**src/rtl/bp_be_cache_req_arbiter.sv**
```systemverilog
// Round-robin arbiter sharing one D$-to-LCE cache request channel between the
// D$ miss path (requester 0) and the PTW / uncached path (requester 1).
module bp_be_cache_req_arbiter #(
  parameter int req_width_p      = 128,
  parameter int metadata_width_p = 8
) (
  input  logic                        clk_i,
  input  logic                        reset_i,

  input  logic [req_width_p-1:0]      req0_i,
  input  logic                        req0_v_i,
  output logic                        req0_ready_o,
  input  logic [metadata_width_p-1:0] req0_metadata_i,
  input  logic                        req0_metadata_v_i,
  output logic                        req0_complete_o,

  input  logic [req_width_p-1:0]      req1_i,
  input  logic                        req1_v_i,
  output logic                        req1_ready_o,
  input  logic [metadata_width_p-1:0] req1_metadata_i,
  input  logic                        req1_metadata_v_i,
  output logic                        req1_complete_o,

  output logic [req_width_p-1:0]      cache_req_o,
  output logic                        cache_req_v_o,
  input  logic                        cache_req_ready_i,
  output logic [metadata_width_p-1:0] cache_req_metadata_o,
  output logic                        cache_req_metadata_v_o,
  input  logic                        cache_req_complete_i,
  input  logic                        cache_req_credits_full_i
);

  typedef enum logic [1:0] {
    IDLE = 2'd0,
    META = 2'd1,
    WAIT = 2'd2
  } state_e;

  state_e state_r, state_next;
  logic   owner_r, owner_next;
  logic   last_r, last_next;

  // Requester-indexed views so the owner/selection muxes are plain array reads.
  logic [1:0]                  req_v;
  logic [1:0]                  req_md_v;
  logic [req_width_p-1:0]      req_pkt [2];
  logic [metadata_width_p-1:0] req_md  [2];
  logic [1:0]                  ready_vec;
  logic [1:0]                  complete_vec;

  assign req_v      = {req1_v_i, req0_v_i};
  assign req_md_v   = {req1_metadata_v_i, req0_metadata_v_i};
  assign req_pkt[0] = req0_i;
  assign req_pkt[1] = req1_i;
  assign req_md[0]  = req0_metadata_i;
  assign req_md[1]  = req1_metadata_i;

  logic sel;
  logic handshake;
  logic complete_fire;

  // On a tie the requester that did not win last time gets the channel.
  assign sel = (&req_v) ? ~last_r : req_v[1];

  always_comb begin
    state_next             = state_r;
    owner_next             = owner_r;
    last_next              = last_r;
    cache_req_v_o          = 1'b0;
    cache_req_o            = '0;
    cache_req_metadata_o   = '0;
    cache_req_metadata_v_o = 1'b0;
    handshake              = 1'b0;
    complete_fire          = 1'b0;

    unique case (state_r)
      IDLE: begin
        cache_req_v_o = (|req_v) & ~cache_req_credits_full_i;
        cache_req_o   = (|req_v) ? req_pkt[sel] : '0;
        handshake     = cache_req_v_o & cache_req_ready_i;
        if (handshake) begin
          state_next = META;
          owner_next = sel;
          last_next  = sel;
        end
      end
      META: begin
        cache_req_metadata_o   = req_md[owner_r];
        cache_req_metadata_v_o = req_md_v[owner_r];
        complete_fire          = cache_req_complete_i;
        // Completion wins over metadata when both land in the same cycle.
        if (cache_req_complete_i) begin
          state_next = IDLE;
        end else if (req_md_v[owner_r]) begin
          state_next = WAIT;
        end
      end
      WAIT: begin
        complete_fire = cache_req_complete_i;
        if (cache_req_complete_i) begin
          state_next = IDLE;
        end
      end
      default: begin
        state_next = IDLE;
      end
    endcase
  end

  genvar gi;
  generate
    for (gi = 0; gi < 2; gi++) begin : g_req
      assign ready_vec[gi]    = handshake & (sel == 1'(gi));
      assign complete_vec[gi] = complete_fire & (owner_r == 1'(gi));
    end
  endgenerate

  assign req0_ready_o    = ready_vec[0];
  assign req1_ready_o    = ready_vec[1];
  assign req0_complete_o = complete_vec[0];
  assign req1_complete_o = complete_vec[1];

  // last_r resets to 1 so requester 0 wins the first tie.
  always_ff @(posedge clk_i) begin
    if (reset_i) begin
      state_r <= IDLE;
      owner_r <= 1'b0;
      last_r  <= 1'b1;
    end else begin
      state_r <= state_next;
      owner_r <= owner_next;
      last_r  <= last_next;
    end
  end

  // A completion with nothing outstanding means the LCE and BE disagree.
  complete_in_idle_a: assert property (@(posedge clk_i) disable iff (reset_i)
    !((state_r == IDLE) && cache_req_complete_i));

  only_one_ready_a: assert property (@(posedge clk_i) disable iff (reset_i)
    !(req0_ready_o && req1_ready_o));

endmodule

```
**config.mk**
```make
export PLATFORM = sky130hd
export DESIGN_NAME = bp_be_cache_req_arbiter
export DESIGN_NICKNAME = d
export VERILOG_FILES = /design/src/rtl/bp_be_cache_req_arbiter.sv
export SDC_FILE = /design/constraint.sdc
export NUM_CORES = 1
export LEC_CHECK = 0
export BUFFER_PORTS_ARGS = -buffer_cell sky130_fd_sc_hd__clkbuf_2
export CAP_MARGIN = 20
export CORE_AREA = 2 2 165 167
export CTS_CLUSTER_DIAMETER = 50
export DETAILED_ROUTE_END_ITERATION = 8
export DIE_AREA = 0 0 167 169
export GPL_ROUTABILITY_DRIVEN = 0
export HOLD_SLACK_MARGIN = 0.15
export MAX_ROUTING_LAYER = met4
export RECOVER_POWER = 100
export SLEW_MARGIN = 20
export SYNTH_ARGS = -nofsm -noshare
export SYNTH_HDL_FRONTEND = slang
export SYNTH_SLANG_ARGS = --single-unit
```
**constraint.sdc**
```tcl
create_clock -name clk_i -period 1.66 [get_ports clk_i]
set_input_delay 0.415 -clock clk_i [delete_from_list [all_inputs] [get_ports clk_i]]
set_output_delay 0.415 -clock clk_i [all_outputs]
set_load 0.1 [all_outputs]
```
==> results by group, run 1 <==
Run status
  – Status: finished, violations left
  – Failing checks: setup timing

Yosys
  – Top cell type's share of synthesized area: 0.392
  – Post-synth EDFFs: 0
  – Yosys top cell by area: nand2_1
  – Top cells by area, synth: nand2_1 39%, a21oi_1 25%, buf_6 5.2%
  – Synth async-reset ratio: 0
  – Yosys Warn Count: 0
  – Post-synth cell types: 27
  – Yosys reg bits: 4
  – Synth Instances: 484
  – Mapped Area: 2380 µm²
  – Register area share after synthesis: 0.0336
  – Post-Synthesis Net Count: 768
  – Mean Syn Cell Area: 4.92 µm²
  – Main synth FF type: dfxtp_1

Worst setup path
  – Worst setup startpoint: last_r
  – CP Data Arrival Time: 1.68 ns
  – Crit Path Max Fanout: 58
  – Crit path kind: reg2out
  – Worst setup EP type: output port
  – Worst-case reg-to-reg path depth: 7
  – Worst r2r src: state_r[0]
  – CP Launch Type: flop
  – Critical Path RT: 1.24 ns

Finish
  – Synthesis-to-finish area growth: 266%
  – FILL cells: 2712
  – # diodes: 0
  – Post-route cell area: 8730 µm²
  – Most common cell after layout, fill and taps aside: clkbuf_2
  – Ratio of cells with drive above 1 in the final layout: 0.726
  – Most frequent cells in the layout: 278 x clkbuf_2, 233 x nand2_1, 150 x buf_12
  – NumNets Final: 1221

STA
  – Final Slew Violations: 0
  – Shortest period the worst path allows: 2.09 ns
  – Final setup violation count: 140
  – Rel. slew slack: 0.815
  – Clk_skew: 0.000140 ns
  – Worst Slack Setup Final: -0.432 ns
  – Tightest Pin Transition: 0.270 ns
  – Unrepaired setup endpoints after global routing: true
  – Final period util: 1.26
  – Final hold vios: 0
  – Final hold slack: 0.405 ns
  – Fmax: 0.478 GHz

Power
  – Sw Ratio: 0.613
  – Post-route total power: 8950 µW
  – Sequential share of power: 0.013
  – Logic pwr share: 0.943
  – Pleak: 0.00402 µW
  – Maximum VDD drop: 0.612 mV
  – Pint: 3460 µW
  – Sw power: 5490 µW
  – Pwr/cell area: 1030 nW/µm²
  – Clock power frac: 0.044

GRT
  – Number of global-route vias before repair: 5074
  – All-layer global routing usage: 0.112
  – Pin count of the biggest net entering global routing: 69
  – Initial antenna violation count: 0
  – Congestion Overflow GR: 0
  – First-pass GRT wire length: 25200 µm

Place
  – Hpwl dp: 13900 µm
  – Dpl cell area: 7820 µm²
  – Port bufs: 422
  – Place WS: -0.451 ns

Floorplan
  – Core area: 26500 µm²
  – Die H: 169 µm
  – Die ar.: 28200 µm²
  – Initial core utilization: 0.0899
  – Die width: 167 µm
  – Total I/O pin count: 423
  – Row cnt: 60

Clock tree
  – Clk_lat worst skew: 0.23 ns
  – Clock buffer count from CTS: 3
  – CTS hold repair buffers: 0
  – Clock Pin Slew Worst Setup and Hold Paths: 0.03 ns
  – CTS tree: built
  – Clock Root Buffer: clkbuf_16
  – CTS H-Tree Depth: 1
  – Clock tree buffer depth: 2
  – Clock Sinks: 4

Routing
  – Final WL: 18800 µm
  – Vias: 5056
  – Post-DRT Antenna Nets: 0
  – Routed WL per cell: 14.8 µm
  – DRC Markers: 0
  – Iteration-0 DRC Markers: 123
  – Drt first pass iters: 5
  – DR vias/cell: 3.96

Job
  – Max-Cap Viols: 0

Worst hold path
  – Hold depth: 2
  – HP Class: in2reg
  – Worst hold start: reset_i
==> cell families (layout without fill, tap and decap cells) <==
group                    after synthesis  after routing  synth area share
adder cells (fa/ha/maj)                3              3            0.0158
multiplexers                          10             10            0.0420
AO/OA/AOI/OAI                        137            137             0.309
buffers and inverters                 49            500             0.131
AND/OR/NAND/NOR                      281            281             0.468
flip-flops                             4              4            0.0336
==> per-layer routing <==
metal | routed length (µm) | global-route usage | vias to the layer above
met1 | 7190 | 0.120 | 2317
li1 | - | - | 2469
met2 | 10300 | 0.221 | 255
met5 | 0 | - | -
met4 | 125 | 0.0131 | 0
met3 | 1210 | 0.0171 | 15
==> sequential cells by signal, summed over array words and instances, names as in the netlist <==
| name | count |
|---|---|
| last_r | 1 |
| state_r | 2 |
| owner_r | 1 |
==> cell usage after synthesis, types with 4 or more instances <==
cell / number
nor2_1: 7
buf_2: 18
nand2_2: 10
a21oi_2: 10
a21oi_1: 120
buf_6: 11
nand2_1: 249
nor2b_1: 10
dfxtp_1: 4
clkbuf_1: 12
inv_1: 4
mux2i_1: 10
==> repair_timing <==
item,CTS,global route
gates resized for setup,116,35
cloned,0,9
endpoints found under the setup margin,142,143
pin swaps,4,3
buffers inserted,3,2
==> critical path, cell delays in order, from the launching register on <==
cell and delay [ns]:
dfxtp_2 0.34, nand2_8 0.08, and2_4 0.18, buf_16 0.23
nand2_1 0.11, a21oi_2 0.14, buf_4 0.14, buf_12 0.17
==> final timing paths <==
path / endpoint / slack (ns)
setup reg to reg: last_r / 0.04
hold / removal: state_r[1] / 0.40
setup / recovery: cache_req_o[76] / -0.43
hold reg to reg: last_r / 0.53
==> power by group through the flow <==
stage                     sequential, µW  combinational [µW]  clock [µW]
after CTS                            116                8240         397
after global placement               116                7880           0
after detailed placement             117                7920           0
final                                116                8440         390
after floorplan                      117                4830           0
after global routing                 118                8690         403
==> cell type report <==
cell class	count	area, µm²	area share
tap	341	427	0.0489
inverter	4	15.0	0.00172
clock buffer	3	75.1	0.00860
timing repair buffer	493	5130	0.588
sequential	4	85.1	0.00975
multi-input combinational	431	3000	0.343
==> per-stage QoR <==
stage           util  instances  TNS, ns
6_report       0.329       1276   -47.61
5_1_grt        0.329       1276   -57.37
4_1_cts        0.316       1265   -46.79
3_5_place_dp   0.295       1259   -49.68
3_3_place_gp   0.295       1259   -46.31
2_1_floorplan      -        484  -129.42
Note: power is estimated with default switching activity, not from simulation.
==> run 2, diff against run 1 <==
REMOVE_ABC_BUFFERS = 1   (was not set)
==> run 2 against run 1 <==
  * The run still ends with setup timing left
  * Sequential share of layout area is 0.053 points lower
  * Die area stayed put
  * Worst hold slack got worse by 0.0026 ns
  * Flip-flop and latch count stayed put
  * Total power grew 6.6%
  * Cell count is 1.9% higher
  * Largest power group unchanged
==> results by group, run 2 (same netlist as run 1, synthesis figures left out) <==
STA
  – Final Slew Violations: 0
  – Tightest Pin Transition: 0.266 ns
  – Final period util: 1.28
  – Final setup violation count: 142
  – Worst Slack Setup Final: -0.465 ns
  – Rel. slew slack: 0.817
  – Clk_skew: 0.000715 ns
  – Final hold vios: 0
  – Fmax: 0.470 GHz
  – Unrepaired setup endpoints after global routing: true
  – Shortest period the worst path allows: 2.13 ns

Floorplan
  – Row cnt: 60
  – Die ar.: 28200 µm²
  – Die H: 169 µm
  – Initial core utilization: 0.0899
  – Total I/O pin count: 423
  – Core area: 26500 µm²
  – Die width: 167 µm

Routing
  – Drt first pass iters: 4
  – DR vias/cell: 4.02
  – DRC Markers: 0
  – Post-DRT Antenna Nets: 0
  – Iteration-0 DRC Markers: 136
  – Routed WL per cell: 16.6 µm
  – Vias: 5227
  – Final WL: 21600 µm

Run status
  – Failing checks: setup timing
  – Status: finished, violations left

Finish
  – Largest register FFs: 2
  – Most common cell after layout, fill and taps aside: clkbuf_2
  – Top reg by flops: state_r
  – Synthesis-to-finish area growth: 299%
  – Most frequent cells in the layout: 279 x clkbuf_2, 209 x nand2_1, 157 x buf_12
  – NumNets Final: 1244
  – Post-layout util: 0.359
  – Post-route cell area: 9510 µm²
  – Ratio of cells with drive above 1 in the final layout: 0.754
  – Top flop regs: state_r: 2 flops, last_r: 1 flops, owner_r: 1 flops

Power
  – Maximum VDD drop: 0.665 mV
  – Pwr/cell area: 1000 nW/µm²
  – Pleak: 0.00427 µW

Clock tree
  – CTS H-Tree Depth: 1
  – Clock Pin Slew Worst Setup and Hold Paths: 0.03 ns
  – Clk_lat worst skew: 0.23 ns
  – CTS tree: built
  – Clock tree buffer depth: 2
  – Clock Sinks: 4
  – Clock buffer count from CTS: 3
  – Clock Root Buffer: clkbuf_16
  – CTS hold repair buffers: 0

Worst setup path
  – Worst setup EP type: output port
  – CP Data Arrival Time: 1.71 ns
  – Crit Path Max Fanout: 9
  – Critical Path RT: 1.24 ns
  – CP Launch Type: flop
  – Crit path kind: reg2out

Worst hold path
  – HP Class: in2reg

Place
  – Place WS: -0.567 ns
  – Port bufs: 422
  – Hpwl dp: 14800 µm
  – Dpl cell area: 7420 µm²

GRT
  – First-pass GRT wire length: 27300 µm
  – Initial antenna violation count: 1
  – Pin count of the biggest net entering global routing: 56
  – All-layer global routing usage: 0.123
  – Congestion Overflow GR: 0
  – Number of global-route vias before repair: 5244

Job
  – Max-Cap Viols: 0
==> run 2: final cells by class <==
| class | instances | area (µm²) |
|---|---|---|
| clock buffers | 3 | 75.1 |
| flip-flops and latches | 4 | 87.6 |
| well taps | 341 | 427 |
| multi-input cells | 431 | 3390 |
| inverters | 4 | 17.5 |
| repair buffers | 516 | 5510 |
| fillers | 2637 | 17000 |
| diodes | 1 | 2.50 |
==> run 2: worst max-delay path: stages (launching register included) <==
cell     delay (ns)
dfxtp_2        0.31
nand2_2        0.08
and2_4         0.22
buf_12         0.17
buf_12         0.14
nand2_1        0.06
a21oi_2        0.16
buf_4          0.14
buf_12         0.16
==> run 2: routing by layer <==
layer | share of wire | track usage | vias up
met5 | 0 | - | -
met4 | 0.020 | 0.0232 | 0
met3 | 0.054 | 0.0143 | 25
met2 | 0.52 | 0.229 | 276
met1 | 0.40 | 0.143 | 2405
li1 | - | - | 2521
==> run 2: final timing paths <==
kind	startpoint	to	slack [ns]	depth (start not counted)
worst max register to register	state_r[1]	state_r[0]	-0.10	10
worst min-delay path	reset_i	state_r[1]	0.40	2
worst min register to register	last_r	last_r	0.47	1
worst max-delay path	last_r	cache_req_o[125]	-0.47	8
==> run 2: metrics by stage <==
stage	total power [µW]	cells	hold slack (ns)	setup TNS (ns)
final	9540	1300	0.402	-52.03
after global routing	9820	1300	0.410	-61.07
after CTS	8760	1274	0.402	-51.19
after detailed placement	7820	1270	0.468	-52.94
after global placement	7800	1270	0.457	-51.49
after floorplan	4600	439	0.435	-447.41
==> run 2: what timing repair did <==
action                     CTS  global route
resized for setup          199           148
pin swaps                   13            23
cloned                       1            11
setup buffers                0            16
setup endpoints to repair  142           142
==> run 2: where the power goes <==
group	total, µW	switching [µW]	internal [µW]	leakage [µW]
clock network	380	72.3	308	0.0000370
logic	9040	5670	3370	0.00420
registers	113	6.86	106	0.0000339
